<file path="config.mk">
export PLATFORM = sky130hd
export DESIGN_NAME = dsp_iterative_divider
export DESIGN_NICKNAME = d
export VERILOG_FILES = /design/src/rtl/dsp_iterative_divider.sv
export SDC_FILE = /design/constraint.sdc
export NUM_CORES = 1
export LEC_CHECK = 0
export ABC_AREA = 1
export CORE_MARGIN = 5
export CORE_UTILIZATION = 45
export CTS_CLUSTER_DIAMETER = 200
export DETAILED_ROUTE_END_ITERATION = 8
export GPL_ROUTABILITY_DRIVEN = 0
export PLACE_DENSITY = 0.66
export SETUP_SLACK_MARGIN = 0.4
export SLEW_MARGIN = 10
export SYNTH_ARGS = -nofsm -noshare
export SYNTH_HDL_FRONTEND = slang
export SYNTH_SLANG_ARGS = --single-unit
</file>
<file path="constraint.sdc">
create_clock -name clk -period 6.86 [get_ports clk]
set_clock_uncertainty 0.1 [all_clocks]
set_input_delay 1.372 -clock clk [delete_from_list [all_inputs] [get_ports clk]]
set_output_delay 1.372 -clock clk [all_outputs]
set_load 0.01 [all_outputs]
</file>
<file path="src/rtl/dsp_iterative_divider.sv">
// Multi-cycle RV32M divide unit (DIV/DIVU/REM/REMU), restoring shift-subtract, one bit per cycle.
// Optional macro DSP_DIV_FAST_PATH_EN: divide-by-zero and signed overflow bypass the iteration loop.
module dsp_iterative_divider #(
  parameter int unsigned WIDTH = 32
) (
  input  logic             clk,
  input  logic             rst,
  input  logic             start,
  input  logic [1:0]       op,
  input  logic [WIDTH-1:0] dividend,
  input  logic [WIDTH-1:0] divisor,
  output logic             busy,
  output logic             done,
  output logic [WIDTH-1:0] quotient,
  output logic [WIDTH-1:0] remainder
);

  localparam int unsigned CntW = (WIDTH > 1) ? $clog2(WIDTH) : 1;
  localparam logic [CntW-1:0] LastIter = CntW'(WIDTH - 1);

  typedef enum logic [1:0] {StIdle, StRun, StFix} state_e;

  state_e           state_q, state_d;
  logic [CntW-1:0]  cnt_q, cnt_d;
  // quo_q holds the shifting dividend; quotient bits enter from the LSB as it drains out the top
  logic [WIDTH-1:0] quo_q, quo_d;
  logic [WIDTH-1:0] rem_q, rem_d;
  logic [WIDTH-1:0] dvs_q, dvs_d;
  logic             neg_quo_q, neg_quo_d;
  logic             neg_rem_q, neg_rem_d;
  logic [WIDTH-1:0] quotient_q, quotient_d;
  logic [WIDTH-1:0] remainder_q, remainder_d;
  logic             done_q, done_d;

  logic             signed_op;
  logic             a_neg, b_neg;
  logic [WIDTH-1:0] a_abs, b_abs;
  logic [WIDTH:0]   shifted, trial;
  logic             unused_op;

  // op[1] only selects which result the execute stage consumes; both are always produced
  assign unused_op = op[1];

  assign signed_op = ~op[0];
  assign a_neg     = signed_op & dividend[WIDTH-1];
  assign b_neg     = signed_op & divisor[WIDTH-1];
  // The most negative value maps to itself, which is the correct unsigned magnitude
  assign a_abs     = a_neg ? (~dividend + 1'b1) : dividend;
  assign b_abs     = b_neg ? (~divisor + 1'b1) : divisor;

  // Partial remainder is always below the divisor, so WIDTH+1 bits cover the trial result
  assign shifted   = {rem_q, quo_q[WIDTH-1]};
  assign trial     = shifted - {1'b0, dvs_q};

`ifdef DSP_DIV_FAST_PATH_EN
  localparam logic [WIDTH-1:0] MinVal = {1'b1, {(WIDTH-1){1'b0}}};
  logic div_zero, div_ovf;
  assign div_zero = (divisor == '0);
  assign div_ovf  = signed_op && (dividend == MinVal) && (divisor == '1);
`endif

  always_comb begin
    state_d     = state_q;
    cnt_d       = cnt_q;
    quo_d       = quo_q;
    rem_d       = rem_q;
    dvs_d       = dvs_q;
    neg_quo_d   = neg_quo_q;
    neg_rem_d   = neg_rem_q;
    quotient_d  = quotient_q;
    remainder_d = remainder_q;
    done_d      = 1'b0;

    unique case (state_q)
      StIdle: begin
        if (start) begin
          quo_d     = a_abs;
          dvs_d     = b_abs;
          rem_d     = '0;
          cnt_d     = '0;
          neg_quo_d = a_neg ^ b_neg;
          neg_rem_d = a_neg;
          state_d   = StRun;
`ifdef DSP_DIV_FAST_PATH_EN
          // Preload the unsigned-domain result; FIX applies the same sign rules as the loop
          if (div_zero) begin
            quo_d   = '1;
            rem_d   = a_abs;
            state_d = StFix;
          end else if (div_ovf) begin
            quo_d   = MinVal;
            rem_d   = '0;
            state_d = StFix;
          end
`endif
        end
      end

      StRun: begin
        if (!trial[WIDTH]) begin
          rem_d = trial[WIDTH-1:0];
          quo_d = {quo_q[WIDTH-2:0], 1'b1};
        end else begin
          rem_d = shifted[WIDTH-1:0];
          quo_d = {quo_q[WIDTH-2:0], 1'b0};
        end
        cnt_d = cnt_q + 1'b1;
        if (cnt_q == LastIter) begin
          state_d = StFix;
        end
      end

      StFix: begin
        // Divide-by-zero keeps the all-ones quotient regardless of operand signs
        quotient_d  = (neg_quo_q && (dvs_q != '0)) ? (~quo_q + 1'b1) : quo_q;
        remainder_d = neg_rem_q ? (~rem_q + 1'b1) : rem_q;
        done_d      = 1'b1;
        state_d     = StIdle;
      end

      default: state_d = StIdle;
    endcase
  end

  always_ff @(posedge clk or posedge rst) begin
    if (rst) begin
      state_q     <= StIdle;
      cnt_q       <= '0;
      quo_q       <= '0;
      rem_q       <= '0;
      dvs_q       <= '0;
      neg_quo_q   <= 1'b0;
      neg_rem_q   <= 1'b0;
      quotient_q  <= '0;
      remainder_q <= '0;
      done_q      <= 1'b0;
    end else begin
      state_q     <= state_d;
      cnt_q       <= cnt_d;
      quo_q       <= quo_d;
      rem_q       <= rem_d;
      dvs_q       <= dvs_d;
      neg_quo_q   <= neg_quo_d;
      neg_rem_q   <= neg_rem_d;
      quotient_q  <= quotient_d;
      remainder_q <= remainder_d;
      done_q      <= done_d;
    end
  end

  assign busy      = (state_q != StIdle);
  assign done      = done_q;
  assign quotient  = quotient_q;
  assign remainder = remainder_q;

endmodule

</file>
# [After elaboration in Yosys (flattened, before gate mapping)]
# Cells that the tools add are included.
# Widths: inputs -> output; s select.
[word_totals] register_bits=170 in_bits=69 output_inout_bits=66
[classes] eq_ne=5 addsub=6 n_reduce_logical=8 muxes=16 bitwise_logic=8
[op_table] cell="$mux 32" count=7
[op_table] cell="$add 32x1->32 const B" count=4
[op_table] cell="$not 32->32" count=4
[op_table] cell="$pmux 32 s2" count=2
[op_table] cell="$sub 33x32->33" count=1
[op_table] cell="$reduce_bool 32->1" count=1
[op_table] cell="$pmux 5 s2" count=1
[op_table] cell="$reduce_and 2->1" count=3
[op_table] cell="$add 5x1->5 const B" count=1
[op_table] cell="$eq 5x5->1 const B" count=1
[op_table] cell="$mux 5" count=1
[op_table] cell="$mux 2" count=2
[op_table] cell="$ne 2x2->1 const B" count=2
[op_table] cell="$pmux 2 s2" count=1
[op_table] cell="$reduce_bool 2->1" count=2
[op_table] cell="$and 1x1->1" count=2
[op_table] cell="$eq 2x1->1 const B" count=1
[op_table] cell="$eq 2x2->1 const B" count=1
[op_table] cell="$logic_not 2->1" count=1
[op_table] cell="$mux 1" count=2
[op_table] cell="$logic_and 1x1->1" count=1
[op_table] cell="$not 1->1" count=1
[op_table] cell="$xor 1x1->1" count=1

# [Logic depth before layout (Yosys ltp)]
# Gate-level depths: netlist of the first run.
[depth] depth_word=5 depth_mapped=18 ltp_nobuf=17

# [Least setup slack after synthesis of the first run]
# No wires, ideal clock.
[synth_path] path_type="input port to flip-flop" startpoint="in dividend[0]" endpoint="reg quo_q[16]" arrival_ns=2.644 stages=12 slack_ns=3.983 n_path_buf=0 cell_sequence="inv_1 > ha_1 > inv_1 > nor3_1 > inv_1 > nor2_1 > inv_1 > nor2_2 > nand3_1 > nand2_1 > xor2_1 > o21ai_0"
[synth_between] elab_chain_cells=5
[synth_rtl] element="start: declaration" line_no="10" text="input logic [WIDTH-1:0] dividend,"
[synth_rtl] element="$not 32->32" line_no="48" text="assign a_abs = a_neg ? (~dividend + 1'b1) : dividend;"
[synth_rtl] element="$add 32x1->32" line_no="48"
[synth_rtl] element="$mux 32" line_no="48"
[synth_rtl] element="$mux 32" line_no="76" text="if (start) begin"
[synth_rtl] element="$pmux 32 s2" line_no="74" text="unique case (state_q)"
[synth_rtl] element="end signal: assignment" line_no="140" text="quo_q <= quo_d;"
[synth_rtl] element="end: declaration" line_no="26" text="logic [WIDTH-1:0] quo_q, quo_d;"
# Every way passes these cells. The select of a mux whose other input is x is not followed.
# A chain may end at the register's enable or synchronous reset.

# [Worst setup path after layout of the first run]
[layout_path] startpoint="in start" endpoint="reg quo_q[0]"
[layout_between] elab_chain_cells=2
[layout_rtl] element="start: declaration" line_no="8" text="input logic start,"
[layout_rtl] element="$ne 2x2->1 (no source line)"
[layout_rtl] element="$reduce_and 2->1 (no source line)"
# Every way passes these cells.

==> flow_metrics.py, run 1 <==
metrics = {
    "sta": {
        "tightest_slew_ps": 909,
        "slew_headroom": 0.392,
        "rsz0062_at_grt": "no",
        "final_hold_viol_count": 0,
        "whs_ps": 383,
        "setup_viol": 0,
        "post-route-period-util": 0.565,
        "finalMaxSlewViolations": 0,
        "fmax_ghz": 0.258,
        "min_period_ps": 3880,
        "fin_setup_tns_ps": 0,
    },
    "power_and_ir_drop": {
        "ir_drop_uv": 273,
        "p_leak_nw": 7.52,
        "powerDensity_nw_per_um2": 494,
    },
    "logic_synthesis": {
        "synth_warnings": 0,
        "synthSimpleGateAreaFrac": 0.377,
        "synth-seq-cells": 170,
        "synth_fa_ha_area_frac": 0.0381,
        "synth-main-ff-cell": "dfrtp_1",
        "syn_area_um2": 13000,
        "async_flop_share": 1.00,
        "synthXorXnorAreaFrac": 0.0532,
        "yosysUniqueCellTypes": 44,
        "synthCells": 2022,
        "synth_area_per_cell_um2": 6.44,
        "yosysSeqAreaShare": 0.327,
        "synth_nets": 2130,
        "synth_edf_count": 0,
        "synth_top_family_by_area": "simple AND/OR/NAND/NOR gates",
        "synth_compound_area_frac": 0.102,
        "muxShareOfSynthArea": 0,
    },
    "floorplanning": {
        "num_rows": 62,
        "die_w_um": 180,
        "io_pins": 135,
        "die_h_um": 180,
        "core_region_area_um2": 28600,
        "initial_core_util": 0.455,
        "die-area_um2": 32400,
    },
    "hold_path": {
        "min_from": "quotient[17]$_DFFE_PP0P_",
        "worst_hold_path.num_cells": 2,
        "holdPathEnd": "quotient[17]$_DFFE_PP0P_",
        "holdCritPathClass": "reg2reg",
    },
    "cts": {
        "cts_sinks": 170,
        "h-tree-depth": 4,
        "cts-root-to-sink-buffers": 2,
        "worstSkewPairLatency_ps": 440,
        "cts_hold_buf": 0,
        "cts_setup_buffers": 0,
        "clk_pin_slew_ps": 70,
        "tritoncts": "built",
        "cts_made_buffers": 17,
        "ctsRootBufferMaster": "clkbuf_16",
        "post_cts_resized": 0,
    },
    "placed_design": {
        "placed_cells": 2485,
        "hpwl_um": 28900,
        "io_buffer_count": 133,
    },
    "critical_path": {
        "r2r_start": "state_q[0]$_DFFE_PP0P_",
        "critPathRequiredTime_ps": 7080,
        "r2r_cells": 7,
        "worstPathArrival_ps": 4100,
        "cp-start-kind": "primary input",
        "rr_endpoint": "quo_q[0]$_DFFE_PP0P_",
        "crit_type": "in2reg",
        "end_kind": "flip-flop",
        "cp_max_fo": 52,
        "reg2reg_slack_ps": 3770,
    },
    "detailed_routing": {
        "via_count": 13000,
        "drtPass1Iterations": 5,
        "route.detailed.drc": 0,
        "via_per_inst": 5.17,
        "drtAntennaViolNets": 0,
        "wire_per_inst_um": 14.7,
        "drtIter0Drc": 993,
        "routed_wl_um": 36900,
    },
    "grt": {
        "antenna_found_initial": 0,
        "grt_pass1_vias": 11800,
        "grt_pass1_wl_um": 61000,
        "track_usage": 0.225,
        "overflow": 0,
        "grt_max_degree": 72,
    },
    "final_layout": {
        "final_nets": 2228,
        "fill_cells": 2860,
        "drive_gt1_frac": 0.0375,
        "area_growth_syn_to_layout_pct": 17.2,
        "final_cells": 2516,
        "diodes": 0,
    },
    "run": {
        "cap_violations": 0,
    },
    "status": {
        "status": "finished clean",
    },
}
where the power goes:
| part | switching [W] | total, W | internal [W] |
|---|---|---|---|
| sequential | 0.000520 | 0.00191 | 0.00139 |
| clock | 0.000461 | 0.00102 | 0.000557 |
| combinational | 0.00295 | 0.00461 | 0.00166 |
| total | 0.00393 | 0.00753 | 0.00360 |
area by class of cell:
type | instances | area (µm²) | share of cell area
Tap cell | 384 | 480 | 0.0315
Clock inverter | 13 | 163 | 0.0107
Clock buffer | 18 | 439 | 0.0288
Sequential cell | 170 | 4250 | 0.279
Timing Repair Buffer | 144 | 1410 | 0.0927
Inverter | 283 | 1070 | 0.0700
Multi-Input combinational cell | 1504 | 7430 | 0.487
cell usage after synthesis, types with 2 or more instances:
cell type,number,share of area
a21o_1,2,0.0012
a21oi_1,38,0.015
a22o_1,2,0.0013
a22oi_1,29,0.017
a31oi_1,29,0.014
and2_1,2,0.00096
buf_1,4,0.0012
buf_2,7,0.0027
buf_6,3,0.0026
clkbuf_1,50,0.014
clkinv_1,3,0.00087
dfrtp_1,170,0.33
ha_1,38,0.037
inv_1,278,0.080
inv_2,2,0.00058
nand2_1,636,0.18
nand2_2,8,0.0038
nand2_4,4,0.0035
nand3_1,211,0.081
nand3b_1,16,0.0092
nand4_1,28,0.013
nor2_1,210,0.061
nor2_2,9,0.0043
nor3_1,21,0.0081
nor3_2,2,0.0015
nor4_1,4,0.0019
o211ai_1,6,0.0035
o21ai_0,102,0.039
o21ai_1,3,0.0012
o21bai_1,2,0.0012
o22ai_1,5,0.0024
o31ai_1,6,0.0035
or2_2,4,0.0019
xnor2_1,19,0.013
xor2_1,60,0.040
how the worst max path moves through the flow:
stage,start,endpoint,slack [ps],cells past startpoint
6_report,start,quo_q[0]$_DFFE_PP0P_,2980,7
5_1_grt,start,quo_q[0]$_DFFE_PP0P_,2740,7
4_1_cts,start,quo_q[0]$_DFFE_PP0P_,3000,7
3_5_place_dp,start,quo_q[0]$_DFFE_PP0P_,2560,7
3_3_place_gp,start,quo_q[0]$_DFFE_PP0P_,2550,7
2_1_floorplan,rst,cnt_q[0]$_DFFE_PP0P_,780,1
state kept, by name, indices dropped and copies added, names as in the netlist:
register	count
dvs_q	32
quo_q	32
quotient	32
rem_q	32
remainder	32
cnt_q	5
state_q	2
done	1
neg_quo_q	1
neg_rem_q	1
per-stage QoR:
stage	instance area, µm²	utilization	worst slack (ps)	power (W)
2_1_floorplan	13000	-	785	0.00529
3_3_place_gp	14600	0.512	2550	0.00637
3_5_place_dp	14600	0.512	2560	0.00647
4_1_cts	15300	0.533	3000	0.00749
5_1_grt	15300	0.533	2740	0.00830
6_report	15300	0.533	2980	0.00753
cells in the final DEF (no fill, tap or decap), types with 3 or more instances in the layout:
cell,n
a21oi_1,38
a22oi_1,29
a31oi_1,29
buf_4,11
clkbuf_16,17
clkdlybuf4s50_1,133
clkinv_1,3
dfrtp_1,170
ha_1,38
inv_1,276
inv_2,3
inv_6,4
nand2_1,636
nand2_2,8
nand2_4,4
nand3_1,211
nand3b_1,16
nand4_1,28
nor2_1,208
nor2_2,9
nor2_4,3
nor3_1,21
nor4_1,4
o211ai_1,6
o21ai_0,102
o21ai_1,3
o22ai_1,5
o31ai_1,6
or2_2,4
xnor2_1,19
xor2_1,60
critical path: stages:
cell and delay [ps]:
clkdlybuf4s50_1 410, nand2_2 660, clkinv_1 300, nor2_4 670, buf_4 460, nand2_1 90
o211ai_1 100
metal layers:
| layer | wire length [µm] | part of all wire | GRT usage |
|---|---|---|---|
| met1 | 19100 | 0.52 | 0.365 |
| met2 | 14900 | 0.40 | 0.320 |
| met3 | 2550 | 0.069 | 0.0297 |
| met4 | 392 | 0.011 | 0.0423 |
| met5 | 0 | 0 | 0 |
cells by family (layout without fill, tap and decap cells):
family,Yosys count,count (layout)
xor+xnor,79,79
buf+inv,348,458
fa+ha+maj,39,39
simple gates,1158,1158
flops,170,170
compound gates,228,228
No activity file was read; power rests on OpenSTA's default activity.
==> run 2, diff against run 1 <==
--- a/config.mk
+++ b/config.mk
@@ -11,7 +11,7 @@
 export CTS_CLUSTER_DIAMETER = 200
 export DETAILED_ROUTE_END_ITERATION = 8
 export GPL_ROUTABILITY_DRIVEN = 0
-export PLACE_DENSITY = 0.66
+export PLACE_DENSITY = 0.68
 export SETUP_SLACK_MARGIN = 0.4
 export SLEW_MARGIN = 10
 export SYNTH_ARGS = -nofsm -noshare
==> constraint.sdc (replaced) <==
create_clock -name clk -period 3.39 [get_ports clk]
set_clock_uncertainty 0.1 [all_clocks]
set_input_delay 0.678 -clock clk [delete_from_list [all_inputs] [get_ports clk]]
set_output_delay 0.678 -clock clk [all_outputs]
set_load 0.01 [all_outputs]
==> run 2 against run 1 <==
Setup slack worse by 2300 ps; first-iteration DRC count is 11% higher; cell count is 0.48% higher; power is 100% higher; count of clock-buffer cells in the layout is 1 higher; global-route usage hardly changed; clock power is 92% higher; sequential cell count stayed put; worst hold slack worse by 5.2 ps.
==> flow_metrics.py, run 2 (synthesis gave the netlist of run 1 again) <==
metrics = {
    "critical_path": {
        "crit_type": "reg2reg",
        "reg2reg_slack_ps": 650,
        "startpoint": "quo_q[31]$_DFFE_PP0P_",
        "cp_slowest_stage_delay_ps": 400,
        "cp-start-kind": "flip-flop",
        "critPathRequiredTime_ps": 3620,
        "end_kind": "flip-flop",
        "r2r_cells": 17,
        "r2r_start": "quo_q[31]$_DFFE_PP0P_",
        "crit_path_cell_trace": "inv_1, ha_1, fa_1, inv_1, nand2_1, nand2_1, nand3_1, nand2_2, nand2_2, nand2_2, nand2_4, nand2_4, nand2_4, nand2_2, nand2_1, nand3_1, nand2_1",
        "rr_endpoint": "rem_q[11]$_DFFE_PP0P_",
        "slowest_stage": "fa_1",
        "worstPathArrival_ps": 2980,
        "cp_max_fo": 14,
    },
    "placed_design": {
        "hpwl_um": 29400,
        "placed_cell_area_um2": 14800,
        "io_buffer_count": 133,
        "place_worst_setup_slack_ps": 334,
    },
    "floorplanning": {
        "core_region_area_um2": 28600,
        "num_rows": 62,
        "initial_core_util": 0.455,
        "die_h_um": 180,
        "die-area_um2": 32400,
        "io_pins": 135,
        "die_w_um": 180,
    },
    "sta": {
        "rsz0062_at_grt": "no",
        "fmax_ghz": 0.365,
        "final_hold_viol_count": 0,
        "tightest_slew_ps": 684,
        "fin_setup_tns_ps": 0,
        "min_period_ps": 2740,
        "post-route-period-util": 0.809,
        "slew_headroom": 0.544,
        "setup_viol": 0,
        "finalMaxSlewViolations": 0,
        "fin_ws_ps": 648,
    },
    "cts": {
        "clk_pin_slew_ps": 70,
        "cts-root-to-sink-buffers": 2,
        "tritoncts": "built",
        "ctsRootBufferMaster": "clkbuf_16",
        "cts_setup_buffers": 0,
        "cts_made_buffers": 17,
        "h-tree-depth": 4,
        "cts_sinks": 170,
        "worstSkewPairLatency_ps": 440,
    },
    "final_layout": {
        "layout_commonest_cell": "nand2_1",
        "diodes": 0,
        "utilization": 0.537,
        "multiInputGateArea_um2": 7440,
        "drive_gt1_frac": 0.0420,
        "register_area_um2": 4250,
        "final_cell_mix": "nand2_1, inv_1, nand3_1",
        "area_growth_syn_to_layout_pct": 18.1,
        "final_cell_area_um2": 15400,
        "final_nets": 2239,
        "fill_cells": 2797,
    },
    "detailed_routing": {
        "wire_per_inst_um": 14.8,
        "drtIter0Drc": 1100,
        "via_count": 13100,
        "routed_wl_um": 37400,
        "via_per_inst": 5.20,
        "drtPass1Iterations": 5,
        "drtAntennaViolNets": 0,
        "route.detailed.drc": 0,
    },
    "hold_path": {
        "holdCritPathClass": "reg2reg",
        "min_from": "remainder[19]$_DFFE_PP0P_",
        "worst_hold_path.num_cells": 2,
        "holdPathEnd": "remainder[19]$_DFFE_PP0P_",
    },
    "grt": {
        "track_usage": 0.225,
        "antenna_found_initial": 0,
        "grt_pass1_wl_um": 61200,
        "overflow": 0,
        "grt_max_degree": 67,
        "grt_pass1_vias": 11900,
    },
    "power_and_ir_drop": {
        "p_comb_frac": 0.619,
        "swShare": 0.523,
        "p_int_w": 0.00727,
        "pwr-share-clk": 0.129,
        "powerDensity_nw_per_um2": 992,
        "p_leak_nw": 7.57,
        "ir_drop_uv": 564,
        "pwr-share-seq": 0.253,
        "p_sw_w": 0.00797,
    },
    "run": {
        "cap_violations": 0,
    },
    "status": {
        "status": "finished clean",
    },
}
==> run 2: changes by cell type in the layout (fill, tap and decap cells not counted), sizes merged <==
| cell | previous run | this run |
|---|---|---|
| inv | 285 | 282 |
| bufinv | 2 | 1 |
| buf | 11 | 22 |
| clkinv | 7 | 9 |
| clkinvlp | 2 | 4 |
| clkbuf | 18 | 19 |
==> run 2: repair_timing <==
| item | CTS | global route |
|---|---|---|
| gates resized for setup | 0 | 1 |
| hold buffers | 0 | 0 |
| setup endpoints to repair | 0 | 20 |
==> run 2: final cells by class <==
type / instances / area share
multi-input cells: 1504 / 0.484
flip-flops and latches: 170 / 0.277
repair buffers: 155 / 0.101
inverters: 283 / 0.0694
well taps: 384 / 0.0313
clock buffers: 19 / 0.0288
clock inverters: 13 / 0.00912
==> run 2: worst max-delay path by stage <==
| stage | end | slack [ps] | depth (start not counted) |
|---|---|---|---|
| CTS | rem_q[2]$_DFFE_PP0P_ | 550 | 16 |
| global placement | quo_q[28]$_DFFE_PP0P_ | 330 | 11 |
| global route | rem_q[13]$_DFFE_PP0P_ | 410 | 16 |
| detailed placement | quo_q[26]$_DFFE_PP0P_ | 330 | 10 |
| floorplan | cnt_q[0]$_DFFE_PP0P_ | 440 | 1 |
| finish | rem_q[11]$_DFFE_PP0P_ | 650 | 17 |
==> run 2: layer usage <==
metal  GRT usage  wire length (µm)  share of wire  vias to the layer above
met2       0.320             15100           0.40                      475
met3      0.0333              2900          0.077                       45
met4      0.0608               660          0.018                        0
li1            -                 -              -                     6697
met1       0.356             18700           0.50                     5920
met5           0                 0              0                        -
==> run 2: critical path, delay by kind of cell, from the launching register on <==
kind,cells,cell delay (ps)
buffers and inverters,2,230
adder cells (fa/ha/maj),2,640
AND/OR/NAND/NOR,13,1280
flip-flops,1,370
==> run 2: power by group through the flow <==
stage / clock, W / sequential, W / combinational (W)
after detailed placement: 0 / 0.00383 / 0.00930
final: 0.00196 / 0.00385 / 0.00943
after floorplan: 0 / 0.00343 / 0.00727
after CTS: 0.00200 / 0.00380 / 0.00936
after global routing: 0.00208 / 0.00393 / 0.0108
after global placement: 0 / 0.00381 / 0.00910
==> run 2: through the flow <==
| step | power, W | hold WS, ps | std cells |
|---|---|---|---|
| after CTS | 0.0152 | 384 | 2528 |
| after global placement | 0.0129 | 364 | 2496 |
| after floorplan | 0.0107 | 349 | 2022 |
| after global routing | 0.0168 | 396 | 2528 |
| after detailed placement | 0.0131 | 366 | 2496 |
| final | 0.0152 | 377 | 2528 |
==> run 3, diff against run 2 <==
--- a/config.mk
+++ b/config.mk
@@ -11,7 +11,7 @@
 export CTS_CLUSTER_DIAMETER = 200
 export DETAILED_ROUTE_END_ITERATION = 8
 export GPL_ROUTABILITY_DRIVEN = 0
-export PLACE_DENSITY = 0.68
+export PLACE_DENSITY = 0.66
 export SETUP_SLACK_MARGIN = 0.4
 export SLEW_MARGIN = 10
 export SYNTH_ARGS = -nofsm -noshare
==> constraint.sdc (replaced) <==
create_clock -name clk -period 2.7 [get_ports clk]
set_clock_uncertainty 0.1 [all_clocks]
set_input_delay 0.54 -clock clk [delete_from_list [all_inputs] [get_ports clk]]
set_output_delay 0.54 -clock clk [all_outputs]
set_load 0.01 [all_outputs]
==> run 3 against run 2 <==
Critical path type unchanged; first-iteration DRC count shrank 14%; non-clock buffer count grew 55; clock power grew 24%; count of clock-buffer cells in the layout shrank 2; sequential power grew 25%; combinational power grew 57%; core utilization grew 4.0 points; global-route usage grew 0.87 points; setup slack lost 400 ps; die area is the same; worst hold slack gained 2.6 ps; cell count grew 2.2%.
==> flow_metrics.py, run 3 (synthesis gave the netlist of run 1 again) <==
metrics = {
    "placed_design": {
        "io_buffer_count": 133,
        "hpwl_um": 30000,
    },
    "final_layout": {
        "area_growth_syn_to_layout_pct": 26.9,
        "register_area_um2": 4270,
        "utilization": 0.577,
        "drive_gt1_frac": 0.113,
        "multiInputGateArea_um2": 8050,
        "fill_cells": 2726,
        "final_nets": 2295,
        "final_cell_mix": "nand2_1, inv_1, nor2_1",
        "diodes": 0,
        "layout_commonest_cell": "nand2_1",
    },
    "detailed_routing": {
        "wire_per_inst_um": 15.1,
        "drtAntennaViolNets": 0,
        "drtPass1Iterations": 6,
        "m1WireLength_um": 19700,
        "wl_met2_um": 15900,
        "via_per_inst": 5.24,
        "routed_wl_um": 39000,
        "met3_length_um": 2640,
        "route.detailed.drc": 0,
        "highest-signal-layer": "met4",
        "via_count": 13500,
        "drtIter0Drc": 951,
    },
    "power_and_ir_drop": {
        "p_sw_w": 0.0113,
        "ir_drop_uv": 776,
        "swShare": 0.512,
        "pwr-share-seq": 0.219,
        "p_leak_nw": 7.98,
        "p_comb_frac": 0.671,
        "p_int_w": 0.0108,
        "pwr-share-clk": 0.111,
        "powerDensity_nw_per_um2": 1340,
    },
    "sta": {
        "setup_viol": 0,
        "whs_ps": 380,
        "post-route-period-util": 0.908,
        "final_hold_viol_count": 0,
        "slew_headroom": 0.632,
        "rsz0062_at_grt": "yes",
        "tightest_slew_ps": 550,
        "min_period_ps": 2450,
        "finalMaxSlewViolations": 0,
        "fmax_ghz": 0.408,
    },
    "cts": {
        "tritoncts": "built",
        "worstSkewPairLatency_ps": 440,
        "h-tree-depth": 4,
        "clk_pin_slew_ps": 70,
        "cts_sinks": 170,
        "cts_made_buffers": 17,
        "cts_hold_buf": 0,
        "ctsRootBufferMaster": "clkbuf_16",
        "cts-root-to-sink-buffers": 2,
    },
    "grt": {
        "grt_pass1_wl_um": 63200,
        "grt_pass1_vias": 12500,
        "overflow": 0,
        "track_usage": 0.234,
        "grt_max_degree": 60,
        "antenna_found_initial": 0,
    },
    "floorplanning": {
        "initial_core_util": 0.455,
        "io_pins": 135,
        "die-area_um2": 32400,
        "num_rows": 62,
        "die_w_um": 180,
        "core_region_area_um2": 28600,
        "die_h_um": 180,
    },
    "critical_path": {
        "critPathRequiredTime_ps": 2930,
        "cp-start-kind": "flip-flop",
        "cp_max_fo": 7,
        "crit_type": "reg2reg",
        "worstPathArrival_ps": 2680,
        "end_kind": "flip-flop",
    },
    "hold_path": {
        "holdCritPathClass": "in2async",
    },
    "status": {
        "status": "finished clean",
    },
    "run": {
        "cap_violations": 0,
    },
}
[run 3: metrics by stage]
step	area (µm²)	setup TNS, ps	worst slack, ps	instances	power, W
2_1_floorplan	13000	-18480	-109	2022	0.0134
3_3_place_gp	15100	0	80.9	2533	0.0168
3_5_place_dp	15100	0	59.9	2533	0.0171
4_1_cts	16100	0	335	2574	0.0206
5_1_grt	16500	0	161	2583	0.0240
6_report	16500	0	249	2583	0.0221
[run 3: area by class of cell]
type                    instances  area share
inverters                     283      0.0646
multi-input cells            1505       0.487
flip-flops and latches        170       0.258
repair buffers                210       0.126
clock buffers                  17      0.0258
well taps                     384      0.0291
clock inverters                14     0.00841
[run 3: what timing repair did]
action | CTS | global route
buffers inserted | 9 | 7
gates resized for setup | 66 | 71
pin swaps | 9 | 32
setup endpoints to repair | 35 | 58
cloned | 1 | 2
[run 3: power by group through the flow]
stage	combinational, W	sequential, W	clock (W)
after floorplan	0.00913	0.00430	0
after global placement	0.0121	0.00468	0
after detailed placement	0.0123	0.00472	0
after CTS	0.0134	0.00473	0.00248
after global routing	0.0165	0.00491	0.00257
final	0.0148	0.00483	0.00244
[run 3: critical path, stage by stage (launching register included)]
cell and delay, ps:
dfrtp_1 390, inv_2 100, ha_4 180, fa_2 390, inv_2 70, nand2_2 50, nand2_2 70, nand3_2 70
nand2_2 80, nand2_2 70, nand2_4 90, nand2_8 80, nand2_8 100, nand2_8 70, nand2_8 110, clkbuf_16 160
nand2_2 50, nand3_2 50, nand2_1 60
[run 3: path summary, 6_finish.rpt]
check | cells past startpoint | to | from | slack [ps]
max in group asynchronous | 3 | dvs_q[20]$_DFFE_PP0P_ | rst | 1520
worst max register to register | 18 | rem_q[21]$_DFFE_PP0P_ | quo_q[31]$_DFFE_PP0P_ | 250
min in group clk | 2 | quotient[2]$_DFFE_PP0P_ | quotient[2]$_DFFE_PP0P_ | 380
worst min register to register | 2 | quotient[2]$_DFFE_PP0P_ | quotient[2]$_DFFE_PP0P_ | 380
worst max-delay path | 18 | rem_q[21]$_DFFE_PP0P_ | quo_q[31]$_DFFE_PP0P_ | 250
worst min-delay path | 2 | quotient[22]$_DFFE_PP0P_ | rst | 380
[run 3: metal layers]
metal,global-route usage,up-vias
li1,-,6811
met1,0.371,6159
met2,0.334,511
met3,0.0337,48
met4,0.0575,0
met5,0,-
